[src/rtl/four_bit_seq_divider_if.sv]
// ---------------------------------------------------------------------------
// four_bit_seq_divider_if
//   Handshake and data bundle between a requester and the sequential divider.
//
//   Signals
//     start      requester -> divider  request pulse, accepted only when idle
//     dividend   requester -> divider  DVD_W-bit dividend, captured on accept
//     divisor    requester -> divider  DVS_W-bit divisor, captured on accept
//     busy       divider -> requester  high while iterating
//     done       divider -> requester  one-cycle result-valid pulse
//     dbz        divider -> requester  divide-by-zero flag, held with result
//     quotient   divider -> requester  DVD_W-bit quotient
//     remainder  divider -> requester  DVS_W-bit remainder
//
//   Modports
//     master  the requester side (drives start and operands)
//     slave   the divider side (drives status and results)
// ---------------------------------------------------------------------------
interface four_bit_seq_divider_if #(
  parameter int DVD_W = 8,
  parameter int DVS_W = 4
) ();

  logic             start;
  logic [DVD_W-1:0] dividend;
  logic [DVS_W-1:0] divisor;
  logic             busy;
  logic             done;
  logic             dbz;
  logic [DVD_W-1:0] quotient;
  logic [DVS_W-1:0] remainder;

  modport master (
    output start,
    output dividend,
    output divisor,
    input  busy,
    input  done,
    input  dbz,
    input  quotient,
    input  remainder
  );

  modport slave (
    input  start,
    input  dividend,
    input  divisor,
    output busy,
    output done,
    output dbz,
    output quotient,
    output remainder
  );

endinterface

[src/rtl/four_bit_seq_divider.sv]
// ---------------------------------------------------------------------------
// four_bit_seq_divider
//   Sequential restoring divider: DVD_W-bit dividend / DVS_W-bit divisor.
//   One quotient bit is produced per clock, MSB first, so a nonzero divide
//   takes DVD_W iterations followed by a single DONE cycle. A zero divisor
//   skips the iterations and reports dbz with an all-ones quotient.
//
//   Ports
//     clk   system clock, all state changes on the rising edge
//     clr   synchronous active-low clear; aborts any operation in flight
//     bus   slave side of four_bit_seq_divider_if
//             start/dividend/divisor in, busy/done/dbz/quotient/remainder out
//
//   Results (quotient, remainder, dbz) are held from DONE until the next
//   accepted start; quotient bits shift in during RUN and are only
//   meaningful once done has pulsed.
// ---------------------------------------------------------------------------
module four_bit_seq_divider #(
  parameter int DVD_W = 8,
  parameter int DVS_W = 4
) (
  input  logic                   clk,
  input  logic                   clr,
  four_bit_seq_divider_if.slave  bus
);

  localparam int CNT_W = (DVD_W > 1) ? $clog2(DVD_W) : 1;

  typedef enum logic [1:0] {
    ST_IDLE = 2'd0,
    ST_RUN  = 2'd1,
    ST_DONE = 2'd2
  } state_t;

  // -------------------------------------------------------------------------
  // State and datapath registers
  // -------------------------------------------------------------------------
  state_t           state_q;
  logic [DVD_W-1:0] dvd_q;     // dividend, shifted left one bit per iteration
  logic [DVS_W-1:0] dvs_q;     // captured divisor
  // The restored partial remainder is always below the divisor, so it fits
  // in DVS_W bits; the extra bit only exists in the shifted value pr_shift_d.
  logic [DVS_W-1:0] pr_q;
  logic [DVD_W-1:0] quo_q;
  logic [DVS_W-1:0] rem_q;
  logic [CNT_W-1:0] cnt_q;     // iterations left minus one
  logic             busy_q;
  logic             done_q;
  logic             dbz_q;

  // -------------------------------------------------------------------------
  // One restoring-division step, evaluated from the current registers
  // -------------------------------------------------------------------------
  logic [DVS_W:0]   pr_shift_d;
  logic             fits_d;
  logic [DVS_W-1:0] pr_d;
  logic [DVD_W-1:0] dvd_d;
  logic [DVD_W-1:0] quo_d;

  always_comb begin
    pr_shift_d = {pr_q, dvd_q[DVD_W-1]};
    fits_d     = (pr_shift_d >= {1'b0, dvs_q});
    // When the divisor fits, the difference is below the divisor, so the
    // top bit of the subtraction is always zero and can be dropped.
    if (fits_d) begin
      pr_d = DVS_W'(pr_shift_d - {1'b0, dvs_q});
    end else begin
      pr_d = pr_shift_d[DVS_W-1:0];
    end
    dvd_d = {dvd_q[DVD_W-2:0], 1'b0};
    quo_d = {quo_q[DVD_W-2:0], fits_d};
  end

  // -------------------------------------------------------------------------
  // Control FSM with registered outputs
  // -------------------------------------------------------------------------
  always_ff @(posedge clk) begin
    if (!clr) begin
      state_q <= ST_IDLE;
      dvd_q   <= '0;
      dvs_q   <= '0;
      pr_q    <= '0;
      quo_q   <= '0;
      rem_q   <= '0;
      cnt_q   <= '0;
      busy_q  <= 1'b0;
      done_q  <= 1'b0;
      dbz_q   <= 1'b0;
    end else begin
      // done is a single-cycle pulse unless a branch below raises it.
      done_q <= 1'b0;

      unique case (state_q)
        ST_IDLE: begin
          if (bus.start) begin
            dvd_q <= bus.dividend;
            dvs_q <= bus.divisor;
            pr_q  <= '0;
            rem_q <= '0;
            cnt_q <= CNT_W'(DVD_W - 1);
            if (bus.divisor == '0) begin
              // Divide by zero: report immediately, no iterations.
              quo_q   <= '1;
              dbz_q   <= 1'b1;
              done_q  <= 1'b1;
              state_q <= ST_DONE;
            end else begin
              quo_q   <= '0;
              dbz_q   <= 1'b0;
              busy_q  <= 1'b1;
              state_q <= ST_RUN;
            end
          end
        end

        ST_RUN: begin
          dvd_q <= dvd_d;
          pr_q  <= pr_d;
          quo_q <= quo_d;
          cnt_q <= cnt_q - CNT_W'(1);
          if (cnt_q == '0) begin
            // Last iteration: publish the remainder together with done.
            busy_q  <= 1'b0;
            done_q  <= 1'b1;
            rem_q   <= pr_d;
            state_q <= ST_DONE;
          end
        end

        ST_DONE: begin
          // start is ignored here; it is honoured only once back in IDLE.
          state_q <= ST_IDLE;
        end

        default: begin
          state_q <= ST_IDLE;
          busy_q  <= 1'b0;
        end
      endcase
    end
  end

  // -------------------------------------------------------------------------
  // Outputs
  // -------------------------------------------------------------------------
  assign bus.busy      = busy_q;
  assign bus.done      = done_q;
  assign bus.dbz       = dbz_q;
  assign bus.quotient  = quo_q;
  assign bus.remainder = rem_q;

endmodule

[src/flat_wrapper.sv]
// flat-port wrapper written by rule: the top's interface ports become plain ports
module four_bit_seq_divider_flat 
#(
  parameter int DVD_W = 8,
  parameter int DVS_W = 4
)
  (clk, clr, bus_start, bus_dividend, bus_divisor, bus_busy, bus_done, bus_dbz, bus_quotient, bus_remainder);
  four_bit_seq_divider_if #(.DVD_W(DVD_W), .DVS_W(DVS_W)) bus_i ();
  input  logic clk;
  input  logic clr;
  input wire logic [$bits(bus_i.start)-1:0] bus_start;
  input wire logic [$bits(bus_i.dividend)-1:0] bus_dividend;
  input wire logic [$bits(bus_i.divisor)-1:0] bus_divisor;
  output wire logic [$bits(bus_i.busy)-1:0] bus_busy;
  output wire logic [$bits(bus_i.done)-1:0] bus_done;
  output wire logic [$bits(bus_i.dbz)-1:0] bus_dbz;
  output wire logic [$bits(bus_i.quotient)-1:0] bus_quotient;
  output wire logic [$bits(bus_i.remainder)-1:0] bus_remainder;
  assign bus_i.start = bus_start;
  assign bus_i.dividend = bus_dividend;
  assign bus_i.divisor = bus_divisor;
  assign bus_busy = bus_i.busy;
  assign bus_done = bus_i.done;
  assign bus_dbz = bus_i.dbz;
  assign bus_quotient = bus_i.quotient;
  assign bus_remainder = bus_i.remainder;
  four_bit_seq_divider #(.DVD_W(DVD_W), .DVS_W(DVS_W)) u_core (.clk(clk), .clr(clr), .bus(bus_i));
endmodule
[config.mk]
export PLATFORM = sky130hd
export DESIGN_NAME = four_bit_seq_divider_flat
export DESIGN_NICKNAME = d
export VERILOG_FILES = /design/src/rtl/four_bit_seq_divider_if.sv /design/src/rtl/four_bit_seq_divider.sv /design/src/flat_wrapper.sv
export SDC_FILE = /design/constraint.sdc
export NUM_CORES = 1
export LEC_CHECK = 0
export BUFFER_PORTS_ARGS = -buffer_cell sky130_fd_sc_hd__buf_2
export CAP_MARGIN = 40
export CELL_PAD_IN_SITES_DETAIL_PLACEMENT = 0
export CELL_PAD_IN_SITES_GLOBAL_PLACEMENT = 1
export CORE_MARGIN = 1
export CORE_UTILIZATION = 37
export CTS_CLUSTER_DIAMETER = 200
export CTS_CLUSTER_SIZE = 24
export DETAILED_ROUTE_END_ITERATION = 6
export MAX_ROUTING_LAYER = met4
export PLACE_DENSITY = 0.74
export SYNTH_ARGS = -nofsm -noshare
export SYNTH_HDL_FRONTEND = slang
export SYNTH_SLANG_ARGS = --single-unit
[constraint.sdc]
create_clock -name clk -period 1.61 [get_ports clk]
set_clock_uncertainty 0.05 [all_clocks]
set_input_delay 0.161 -clock clk [delete_from_list [all_inputs] [get_ports clk]]
set_output_delay 0.161 -clock clk [all_outputs]
set_load 0.1 [all_outputs]
==> results.txt <==
----------------------------------------------------
[Global route]
  First-pass GRT wire length ... 5.87 mm
  Via count of the first global-routing pass ... 1261
  Initial antenna violation count ... 0
  Overall overflow remaining after global route ... 0
  Pin count of the biggest net entering global routing ... 22
  Total global routing track utilization ... 0.157

[Clock network]
  Latest clock arrival within the worst-skew pair ... 0.29 ns
  Cell at the root of the clock tree ... clkbuf_8
  Clock-pin slew on the worst setup and hold paths ... 0.07 ns
  Post-cts hold buffer count ... 0
  CTS H-tree lvls ... 2
  TritonCTS clock tree ... yes
  Number of buffers on the longest clock path ... 2
  Clock sink count ... 36
  Clock buffer count from CTS ... 5

[Synth]
  Share of the yosys chip area belonging to registers ... 0.426
  Post-Syn Area ... 1690 um2
  Post-synthesis sequential element count ... 36
  Syn nets ... between 200 and 250
  Most area-consuming cells after synthesis ... dfxtp_1, mux2i_1, nor2_1, ha_1, a21oi_1
  Cell variety after synth ... between 40 and 50
  Count of flip-flops with a built-in enable after synthesis ... 0
  Number of warnings printed during yosys synthesis ... 0
  Leading register cell type out of synthesis ... dfxtp_1
  Mapped Avg Cell Area ... 9.40 um2
  Post-Synthesis Cells ... 180
  Largest area contributor in the synthesized netlist ... dfxtp_1
  Synth top area share ... 0.426
  Most numerous cell in the Yosys netlist ... dfxtp_1
  Async set-or-reset flop fraction in the synthesized netlist ... 0
  Ranking of synthesized cells by instance count ... dfxtp_1, nor2_1, a21oi_1, nand2_1, mux2i_1

[Final layout]
  FILL cells ... 420
  Relative area change from synthesis to final layout ... 30.3%
  Number of diodes ... 0
  Layout Nets ... 250
  Fraction of final layout cells with drive strength greater than 1 ... 0.371

[Power]
  Leakage Power ... 0.926 nW
  Pwr/cell area ... 1290 nW/um2
  Power after layout ... 2.85 mW
  Worst ir drop on vdd ... 0.809 mV

[Drt]
  Total number of vias ... ~1400
  Routed WL ... 3.60 mm
  DRT Pass-1 Iters ... 4
  Routed vias/inst ... 5.07
  Post-route DRC ... 0
  First DRT Iteration DRCs ... slightly below 60
  Routed wire per std cell ... 12.8 um
  Number of antenna-violating nets in the routed design ... 0

[Hold path]
  Startpoint of the lowest-slack hold path ... bus_dividend[0]
  Type of the worst min-delay path ... input pin to flip-flop

[Floorplanning]
  Vert. Die Dim ... between 60 and 70 um
  Die ar. ... 4850 um2
  IO Count ... 30
  Die Width ... 69.6 um
  Total core area ... 4380 um2
  Core Rows ... 24
  Starting utilization of the core area ... 0.386

[Timing]
  Total negative slack for setup checks ... 0 ns
  Period Utilization, post-route ... 0.951
  Slew HR ... 0.677
  Final setup viols ... 0
  Worst Max-Slew Pin Slew ... ~0.49 ns
  Maximum clock frequency ... 0.653 GHz
  Shortest clock period the worst path allows after layout ... approximately 1.5 ns
  Endpoints failing hold ... 0
  Max-slew violation total from the final report ... 0

[Worst setup path]
  Critical Path Start ... u_core.dvs_q[1]
  CP startpoint kind ... flip-flop
  Kind of critical path ... flip-flop to flip-flop
  Worst reg2reg startpoint ... u_core.dvs_q[1]
  Endpoint required time on the critical path ... 1.77 ns
  Kind of capture point of the worst setup path ... flip-flop
  Arrival time reported for the critical path endpoint ... 1.69 ns
  Critical-path maximum fanout ... 8

[Run]
  Number of max-cap violations ... 0

[Status]
  Outcome ... completed

[Place]
  Routability congestion estimate from global placement ... 0.810
  Count of input and output buffers ... 29
  Sum of net half-perimeters after detailed placement ... 2.59 mm

----------------------------------------------------
## cell usage in the layout (no fill, tap or decap), types with 2 or more instances in the layout
| cell type | instances |
|---|---|
| a211oi_1 | 8 |
| a21oi_1 | 12 |
| a21oi_2 | 3 |
| buf_2 | 29 |
| buf_4 | 19 |
| clkbuf_8 | 7 |
| dfxtp_1 | 33 |
| dfxtp_2 | 3 |
| ha_1 | 4 |
| ha_4 | 2 |
| inv_1 | 8 |
| mux2i_1 | 9 |
| nand2_1 | 9 |
| nand3_1 | 8 |
| nor2_1 | 21 |
| nor3_1 | 2 |
| nor3_2 | 2 |
| nor4_1 | 2 |
| o21a_1 | 5 |
| o21ai_0 | 3 |
| o21ai_1 | 7 |
| o31ai_2 | 5 |
## critical path, stage by stage, from the launching register on
cell and delay (ns):
dfxtp_2 0.33, inv_1 0.05, ha_1 0.29, nand2b_1 0.11, a21oi_2 0.07, buf_6 0.14, o21a_1 0.21, o31ai_2 0.21
## area by class of cell
type	count	area [um2]	share of cell area
Clock inverter	1	30.0	0.0136
Inverter	9	33.8	0.0153
Clock buffer	7	96.3	0.0437
Tap cell	52	65.1	0.0295
Timing Repair Buffer	50	319	0.145
Multi-Input combinational cell	126	937	0.425
Sequential cell	36	724	0.328
## power breakdown
part / switching, mW / internal (mW) / total (mW)
clock: 0.323 / 0.546 / 0.869
combinational: 0.613 / 0.335 / 0.947
sequential: 0.0563 / 0.977 / 1.03
## per-layer routing
metal  vias to the layer above  wire length (um)  global-route usage
met3                         7               113              0.0349
met5                         -                 0                   -
met1                       654              1750               0.202
met2                        22              1680               0.237
li1                        742                 -                   -
met4                         0                59              0.0667
## registers in the layout, summed over array words and instances, names as in the netlist
signal,flops
u_core.dvs_q,4
u_core.bus.done,1
u_core.bus.busy,1
u_core.state_q,2
u_core.pr_q,4
u_core.cnt_q,3
u_core.bus.quotient,8
u_core.dvd_q,8
u_core.bus.dbz,1
u_core.bus.remainder,4
## stage by stage
stage	hold WS, ns	worst slack, ns	instances	util	instance area (um2)
after floorplan	0.250	0.113	180	-	1690
after global placement	0.368	0.0448	273	0.455	2000
after detailed placement	0.369	0.0331	273	0.455	2000
after CTS	0.0625	0.0128	281	0.484	2120
after global routing	0.0980	-0.0000150	281	0.503	2210
final	0.0670	0.0787	281	0.503	2210
## what timing repair did
item,CTS,global route
resized for setup,0,17
buffers inserted,0,0
endpoints found under the setup margin,0,9
## cells by family (layout without fill, tap and decap cells)
group,after synthesis,in the layout,synth area share
compound gates,53,53,0.225
simple gates,55,55,0.164
flops,36,36,0.426
xor+xnor,2,2,0.0103
buf+inv,18,67,0.0650
fa+ha+maj,7,7,0.0562
mux,9,9,0.0532
## path summary, 6_finish.rpt
check	end	slack [ns]	cells past startpoint
setup / recovery	u_core.bus.remainder[0]	0.08	7
hold / removal	u_core.dvd_q[0]	0.07	3
setup reg to reg	u_core.bus.remainder[0]	0.08	7
hold reg to reg	u_core.cnt_q[0]	0.41	1
Power figures use the tool's default switching activity.
